$ cat src/rtl/addsub_pkg.sv
// Shared types and helpers for the pipelined adder/subtractor.
package addsub_pkg;

  typedef enum logic {OP_ADD = 1'b0, OP_SUB = 1'b1} addsub_op_t;

  // Widest result sat_value can build; callers truncate to their own width.
  localparam int SAT_MAX_W = 128;

  // Clamp value for a signed overflow: max-positive when neg=0, min-negative when neg=1.
  function automatic logic [SAT_MAX_W-1:0] sat_value(input logic neg, input int n);
    logic [SAT_MAX_W-1:0] v;
    v = '0;
    for (int i = 0; i < SAT_MAX_W; i++) begin
      if (i < n - 1) v[i] = ~neg;
      else if (i == n - 1) v[i] = neg;
    end
    return v;
  endfunction

endpackage

$ cat src/rtl/addsub_segment.sv
// Combinational W-bit ripple slice; b is inverted when op=1 so subtraction reuses the adder.
module addsub_segment #(
  parameter int W = 8
) (
  input  logic [W-1:0] a,
  input  logic [W-1:0] b,
  input  logic         op,
  input  logic         cin,
  output logic [W-1:0] sum,
  output logic         cout,
  output logic         c_msb_in
);

  logic [W:0] c;

  always_comb begin
    logic bb;
    c    = '0;
    sum  = '0;
    bb   = 1'b0;
    c[0] = cin;
    for (int i = 0; i < W; i++) begin
      bb       = b[i] ^ op;
      sum[i]   = a[i] ^ bb ^ c[i];
      c[i+1]   = (a[i] & bb) | (c[i] & (a[i] ^ bb));
    end
  end

  assign cout     = c[W];
  // Carry into the top bit; XOR with cout gives signed overflow in the last segment.
  assign c_msb_in = c[W-1];

endmodule

$ cat src/rtl/pipelined_addsub.sv
// N-bit adder/subtractor with the carry chain cut into STAGES registered ripple segments.
// Handshake: a beat moves in on in_valid && in_ready and out on out_valid && out_ready;
// every stage shifts together on advance = !out_valid || out_ready, and in_ready = advance.
module pipelined_addsub
  import addsub_pkg::*;
#(
  parameter int N      = 32,
  parameter int STAGES = 4
) (
  input  logic         clk,
  input  logic         rst,
  input  logic         in_valid,
  output logic         in_ready,
  input  logic [N-1:0] a,
  input  logic [N-1:0] b,
  input  logic         op,
  input  logic         sat,
  output logic         out_valid,
  input  logic         out_ready,
  output logic [N-1:0] result,
  output logic         cout,
  output logic         ovf,
  output logic         zero
);

  // N must be a multiple of STAGES.
  localparam int W   = N / STAGES;
  localparam int TOP = STAGES - 1;
  localparam int NR  = (STAGES > 1) ? STAGES - 1 : 1;
  localparam logic [N-1:0] SEG_MASK = N'({W{1'b1}});

  logic advance;
  assign advance  = !out_valid || out_ready;
  assign in_ready = advance;

  // Stage inputs: operands with the already-computed low segments folded into sx.
  logic [N-1:0] sx    [STAGES];
  logic [N-1:0] sy    [STAGES];
  addsub_op_t   sop   [STAGES];
  logic         ssat  [STAGES];
  logic         scin  [STAGES];
  logic         sv    [STAGES];

  logic [W-1:0] sum      [STAGES];
  logic         seg_cout [STAGES];
  logic         seg_cmsb [STAGES];

  // Inter-stage registers (stage TOP feeds the output register instead).
  logic [N-1:0] rx   [NR];
  logic [N-1:0] ry   [NR];
  addsub_op_t   rop  [NR];
  logic         rsat [NR];
  logic         rc   [NR];
  logic         rv   [NR];
  logic [N-1:0] mx   [NR];

  for (genvar k = 0; k < STAGES; k++) begin : g_stage
    if (k == 0) begin : g_first
      assign sx[k]   = a;
      assign sy[k]   = b;
      assign sop[k]  = addsub_op_t'(op);
      assign ssat[k] = sat;
      assign scin[k] = op;
      assign sv[k]   = in_valid;
    end else begin : g_next
      assign sx[k]   = rx[k-1];
      assign sy[k]   = ry[k-1];
      assign sop[k]  = rop[k-1];
      assign ssat[k] = rsat[k-1];
      assign scin[k] = rc[k-1];
      assign sv[k]   = rv[k-1];
    end

    addsub_segment #(.W(W)) u_seg (
      .a        (sx[k][k*W +: W]),
      .b        (sy[k][k*W +: W]),
      .op       (sop[k] == OP_SUB),
      .cin      (scin[k]),
      .sum      (sum[k]),
      .cout     (seg_cout[k]),
      .c_msb_in (seg_cmsb[k])
    );

    if (k < TOP) begin : g_merge
      assign mx[k] = (sx[k] & ~(SEG_MASK << (k*W))) | (N'(sum[k]) << (k*W));
    end
  end

  always_ff @(posedge clk) begin
    if (rst) begin
      for (int k = 0; k < NR; k++) begin
        rv[k]   <= 1'b0;
        rx[k]   <= '0;
        ry[k]   <= '0;
        rop[k]  <= OP_ADD;
        rsat[k] <= 1'b0;
        rc[k]   <= 1'b0;
      end
    end else if (advance) begin
      // Bubbles shift along with real beats; nothing is compressed.
      for (int k = 0; k < TOP; k++) begin
        rv[k]   <= sv[k];
        rx[k]   <= mx[k];
        ry[k]   <= sy[k];
        rop[k]  <= sop[k];
        rsat[k] <= ssat[k];
        rc[k]   <= seg_cout[k];
      end
    end
  end

  // Last segment: overflow, optional clamp toward the sign of a, then zero on the final value.
  logic [N-1:0] raw;
  logic [N-1:0] fin;
  logic         fin_ovf;

  assign raw     = (sx[TOP] & ~(SEG_MASK << (TOP*W))) | (N'(sum[TOP]) << (TOP*W));
  assign fin_ovf = seg_cmsb[TOP] ^ seg_cout[TOP];
  assign fin     = (ssat[TOP] && fin_ovf) ? N'(sat_value(sx[TOP][N-1], N)) : raw;

  always_ff @(posedge clk) begin
    if (rst) begin
      out_valid <= 1'b0;
      result    <= '0;
      cout      <= 1'b0;
      ovf       <= 1'b0;
      zero      <= 1'b0;
    end else if (advance) begin
      out_valid <= sv[TOP];
      result    <= fin;
      cout      <= seg_cout[TOP];
      ovf       <= fin_ovf;
      zero      <= (fin == '0);
    end
  end

endmodule

$ cat config.mk
export PLATFORM = sky130hd
export DESIGN_NAME = pipelined_addsub
export DESIGN_NICKNAME = d
export VERILOG_FILES = /design/src/rtl/addsub_pkg.sv /design/src/rtl/addsub_segment.sv /design/src/rtl/pipelined_addsub.sv
export SDC_FILE = /design/constraint.sdc
export NUM_CORES = 1
export LEC_CHECK = 0
export ABC_CLOCK_PERIOD_IN_PS = 5900
export CORE_MARGIN = 2
export CORE_UTILIZATION = 48
export CTS_BUF_LIST = sky130_fd_sc_hd__clkbuf_16
export DETAILED_ROUTE_END_ITERATION = 10
export PLACE_DENSITY = 0.73
export SETUP_SLACK_MARGIN = 0.3
export SYNTH_ARGS = -nofsm -noshare
export SYNTH_HDL_FRONTEND = slang
export SYNTH_HIERARCHICAL = 1
export SYNTH_SLANG_ARGS = --single-unit
$ cat constraint.sdc
create_clock -name clk -period 5.9 [get_ports clk]
set_clock_uncertainty 0.05 [all_clocks]
set_input_delay 1.18 -clock clk [delete_from_list [all_inputs] [get_ports clk]]
set_output_delay 1.18 -clock clk [all_outputs]
set_load 0.05 [all_outputs]
==> results.json <==
{
  "outcome": "finished clean",
  "postCtsSetupBuffers": 0,
  "async_reset_ff_frac": 0,
  "die_w_um": 138,
  "worstPathCellList": "xor2_1, fa_1, inv_1, fa_1, fa_1, fa_1, fa_1, fa_1, inv_1, fa_1, inv_1, fa_1, inv_1, xnor2_2, or3_1, buf_4, a311oi_2",
  "crit_arrival_ns": 5.55,
  "setup_ws_ns": 0.624,
  "hold_class": "flop to flop",
  "multi_input_area_um2": 2820,
  "place_congestion": 0.768,
  "rrSetupSlack_ns": 0.62,
  "grt_usage": 0.141,
  "initial_core_util": 0.486,
  "dr_total_vias": 4663,
  "critPathMaxFanout": 31,
  "grt_max_degree": 157,
  "drt-wirelength-per-cell_um": 13.2,
  "worst_pin_slew_ns": 1.06,
  "synth_flop_cell": "edfxtp_1",
  "synth_top_area_cell": "edfxtp_1",
  "fin_crit_sh": 0.894,
  "critPathLaunchType": "flop",
  "hold_start": "cout",
  "grt_pass1_wl_mm": 21.7,
  "p_per_area_nw_per_um2": 292,
  "slew_headroom": 0.291,
  "ctsHtreeMaxLevel": 4,
  "yosys_warnings": 6,
  "ys_ff_latch": 192,
  "drt_drc_violations_left": 0,
  "yosysUniqueCellTypes": 28,
  "overflow": 0,
  "first_pass_iters": 4,
  "critPathTopFamily": "adder cells",
  "syn_area_um2": 8670,
  "via_per_inst": 4.79,
  "dieArea_um2": 19100,
  "clock_sinks": 192,
  "seq_area_frac_synth": 0.624,
  "nets": 834,
  "worst-setup-path-type": "flop to flop",
  "cp_slowest_cell": "edfxtp_1",
  "synth_edf_count": 156,
  "place.port_buffers": 106,
  "seqCellArea_um2": 5410,
  "drive_above_1_share": 0.0941,
  "io_pins": 107,
  "fmaxAchievable_ghz": 0.190,
  "synth.area.top_cells": "edfxtp_1 (54%), and2_1 (11%), dfxtp_1 (8.3%), fa_1 (7.4%), a311oi_2 (5.2%)",
  "hold_viol": 0,
  "wirelength_mm": 12.8,
  "synthesis.instances": 642,
  "first_global_vias": 4565,
  "antennaDiodeCount": 0,
  "rr_startpoint": "rop[0][2]",
  "leakagePower_nw": 4.10,
  "cts_tree": "done",
  "synth_fp_nets": 744,
  "peakVddDrop_mv": 0.243,
  "cts.clk_slew.worst_paths_ns": 0.07,
  "slew_violations": 0,
  "maxCapViolations": 0,
  "drt_iter0_drc": 267,
  "antenna_found_initial": 0,
  "syn_area_per_cell_um2": 13.5,
  "grt_setup_unrepaired": "false",
  "place_ws_ns": 0.623,
  "die_h_um": 138,
  "ctsResizeCount": 0,
  "clock-root-buffer": "clkbuf_16",
  "cp_common_cell": "fa_1",
  "setup-violations-final": 0,
  "cts_buffers": 17,
  "dp_hpwl_mm": 8.83,
  "fin_tns_setup_ns": 0,
  "period_minus_slack_ns": 5.28,
  "worstSkewPairLatency_ns": 0.43,
  "cts_hold_buf": 0,
  "synth_top_area_frac": 0.541,
  "cp_num_buf_inv": 5,
  "clk_path_buf_depth": 2,
  "critPathRequiredTime_ns": 6.17,
  "end_kind": "flop",
  "core_um2": 17800,
  "ant_nets": 0,
  "fillers": 1399,
  "synthToLayoutAreaGrowth_pct": 20.2,
  "crit_start": "rop[0][2]",
  "critPathMaxStageDelay_ns": 0.56,
  "rows": 49
}
[final timing paths]
check,endpoint,depth (start not counted)
max,result[10],17
min,cout,2
max reg2reg,result[10],17
min reg2reg,cout,2
[cell usage after synthesis, types with 2 or more instances]
cell type,count
nor2_1,36
fa_1,32
xnor2_1,25
a311oi_1,2
buf_2,2
a311oi_2,30
buf_6,7
nand2_1,2
and2_1,156
clkbuf_1,32
inv_1,66
dfxtp_1,36
o21ai_0,32
edfxtp_1,156
nor4_1,8
xor2_1,8
[worst reg2reg max path, stage by stage (launching register included)]
cell and delay [ns]:
edfxtp_1 0.56, xor2_1 0.28, fa_1 0.20, inv_1 0.05
fa_1 0.42, fa_1 0.45, fa_1 0.43, fa_1 0.44
fa_1 0.39, inv_1 0.08, fa_1 0.24, inv_1 0.08
fa_1 0.38, inv_1 0.13, xnor2_2 0.09, or3_1 0.30
buf_4 0.28, a311oi_2 0.33
[metrics by stage]
step / area, um2 / utilization / total power [W] / hold WS [ns] / std cells
final: 10400 / 0.584 / 0.00304 / 0.426 / 973
after global routing: 10400 / 0.584 / 0.00317 / 0.447 / 973
after CTS: 10400 / 0.584 / 0.00308 / 0.432 / 973
after detailed placement: 9870 / 0.553 / 0.00203 / 0.422 / 942
after global placement: 9870 / 0.553 / 0.00202 / 0.392 / 942
after floorplan: 8670 / - / 0.00189 / 0.383 / 642
[flip-flops by register name, summed over array words and instances, names as in the netlist]
signal and flops:
out_valid 1, ovf 1, ry 48, rc 3, cout 1, rx 96
rop 3, rv 3, result 32, rsat 3, zero 1
[per-layer routing]
layer,GRT usage,wire length [um],vias up
met2,0.221,5920,133
met3,0.0301,598,24
met4,0.0725,359,0
met1,0.187,5960,2169
li1,-,-,2337
met5,0,0,-
[cell type report]
class / instances / area share
Clock buffer: 17 / 0.0409
Inverter: 67 / 0.0242
Tap cell: 229 / 0.0275
Multi-Input combinational cell: 341 / 0.271
Sequential cell: 192 / 0.519
Timing Repair Buffer: 113 / 0.106
Clock inverter: 14 / 0.0113
[cell families after synthesis]
family / Yosys count / synth area share
AND/OR/NAND/NOR: 208 / 0.140
XOR/XNOR: 33 / 0.0334
adder cells (fa/ha/maj): 32 / 0.0739
flip-flops: 192 / 0.624
AO/OA/AOI/OAI: 68 / 0.0758
buffers and inverters: 109 / 0.0536
[power by group]
group	switching, W	internal, W	total (W)
combinational	0.000198	0.000178	0.000376
sequential	0.0000433	0.00157	0.00162
clock	0.000474	0.000576	0.00105
[layout by cell type, fill, tap and decap left out]
master	Yosys	routed
and2_1	156	156
edfxtp_1	156	156
clkdlybuf4s50_1	0	105
inv_1	66	66
dfxtp_1	36	36
nor2_1	36	35
o21ai_0	32	32
fa_1	32	32
a311oi_2	30	30
xnor2_1	25	24
clkbuf_16	0	17
nor4_1	8	8
xor2_1	8	8
buf_4	0	7
clkinv_1	0	3
clkinv_4	0	3
clkinvlp_4	0	3
a311oi_1	2	2
nand2_1	2	2
inv_6	0	2
nor2b_1	1	1
inv_2	1	1
nand2b_4	0	1
nor2_4	0	1
xnor2_2	0	1
or3_1	1	1
nand3b_1	1	1
a21oi_1	1	1
a211oi_1	1	1
nand4b_1	1	1
o211ai_1	1	1
nand4_1	1	1
o32ai_1	1	1
clkinv_2	0	1
bufinv_16	0	1
clkinvlp_2	0	1
buf_2	2	1
Note: power is estimated with default switching activity, not from simulation.
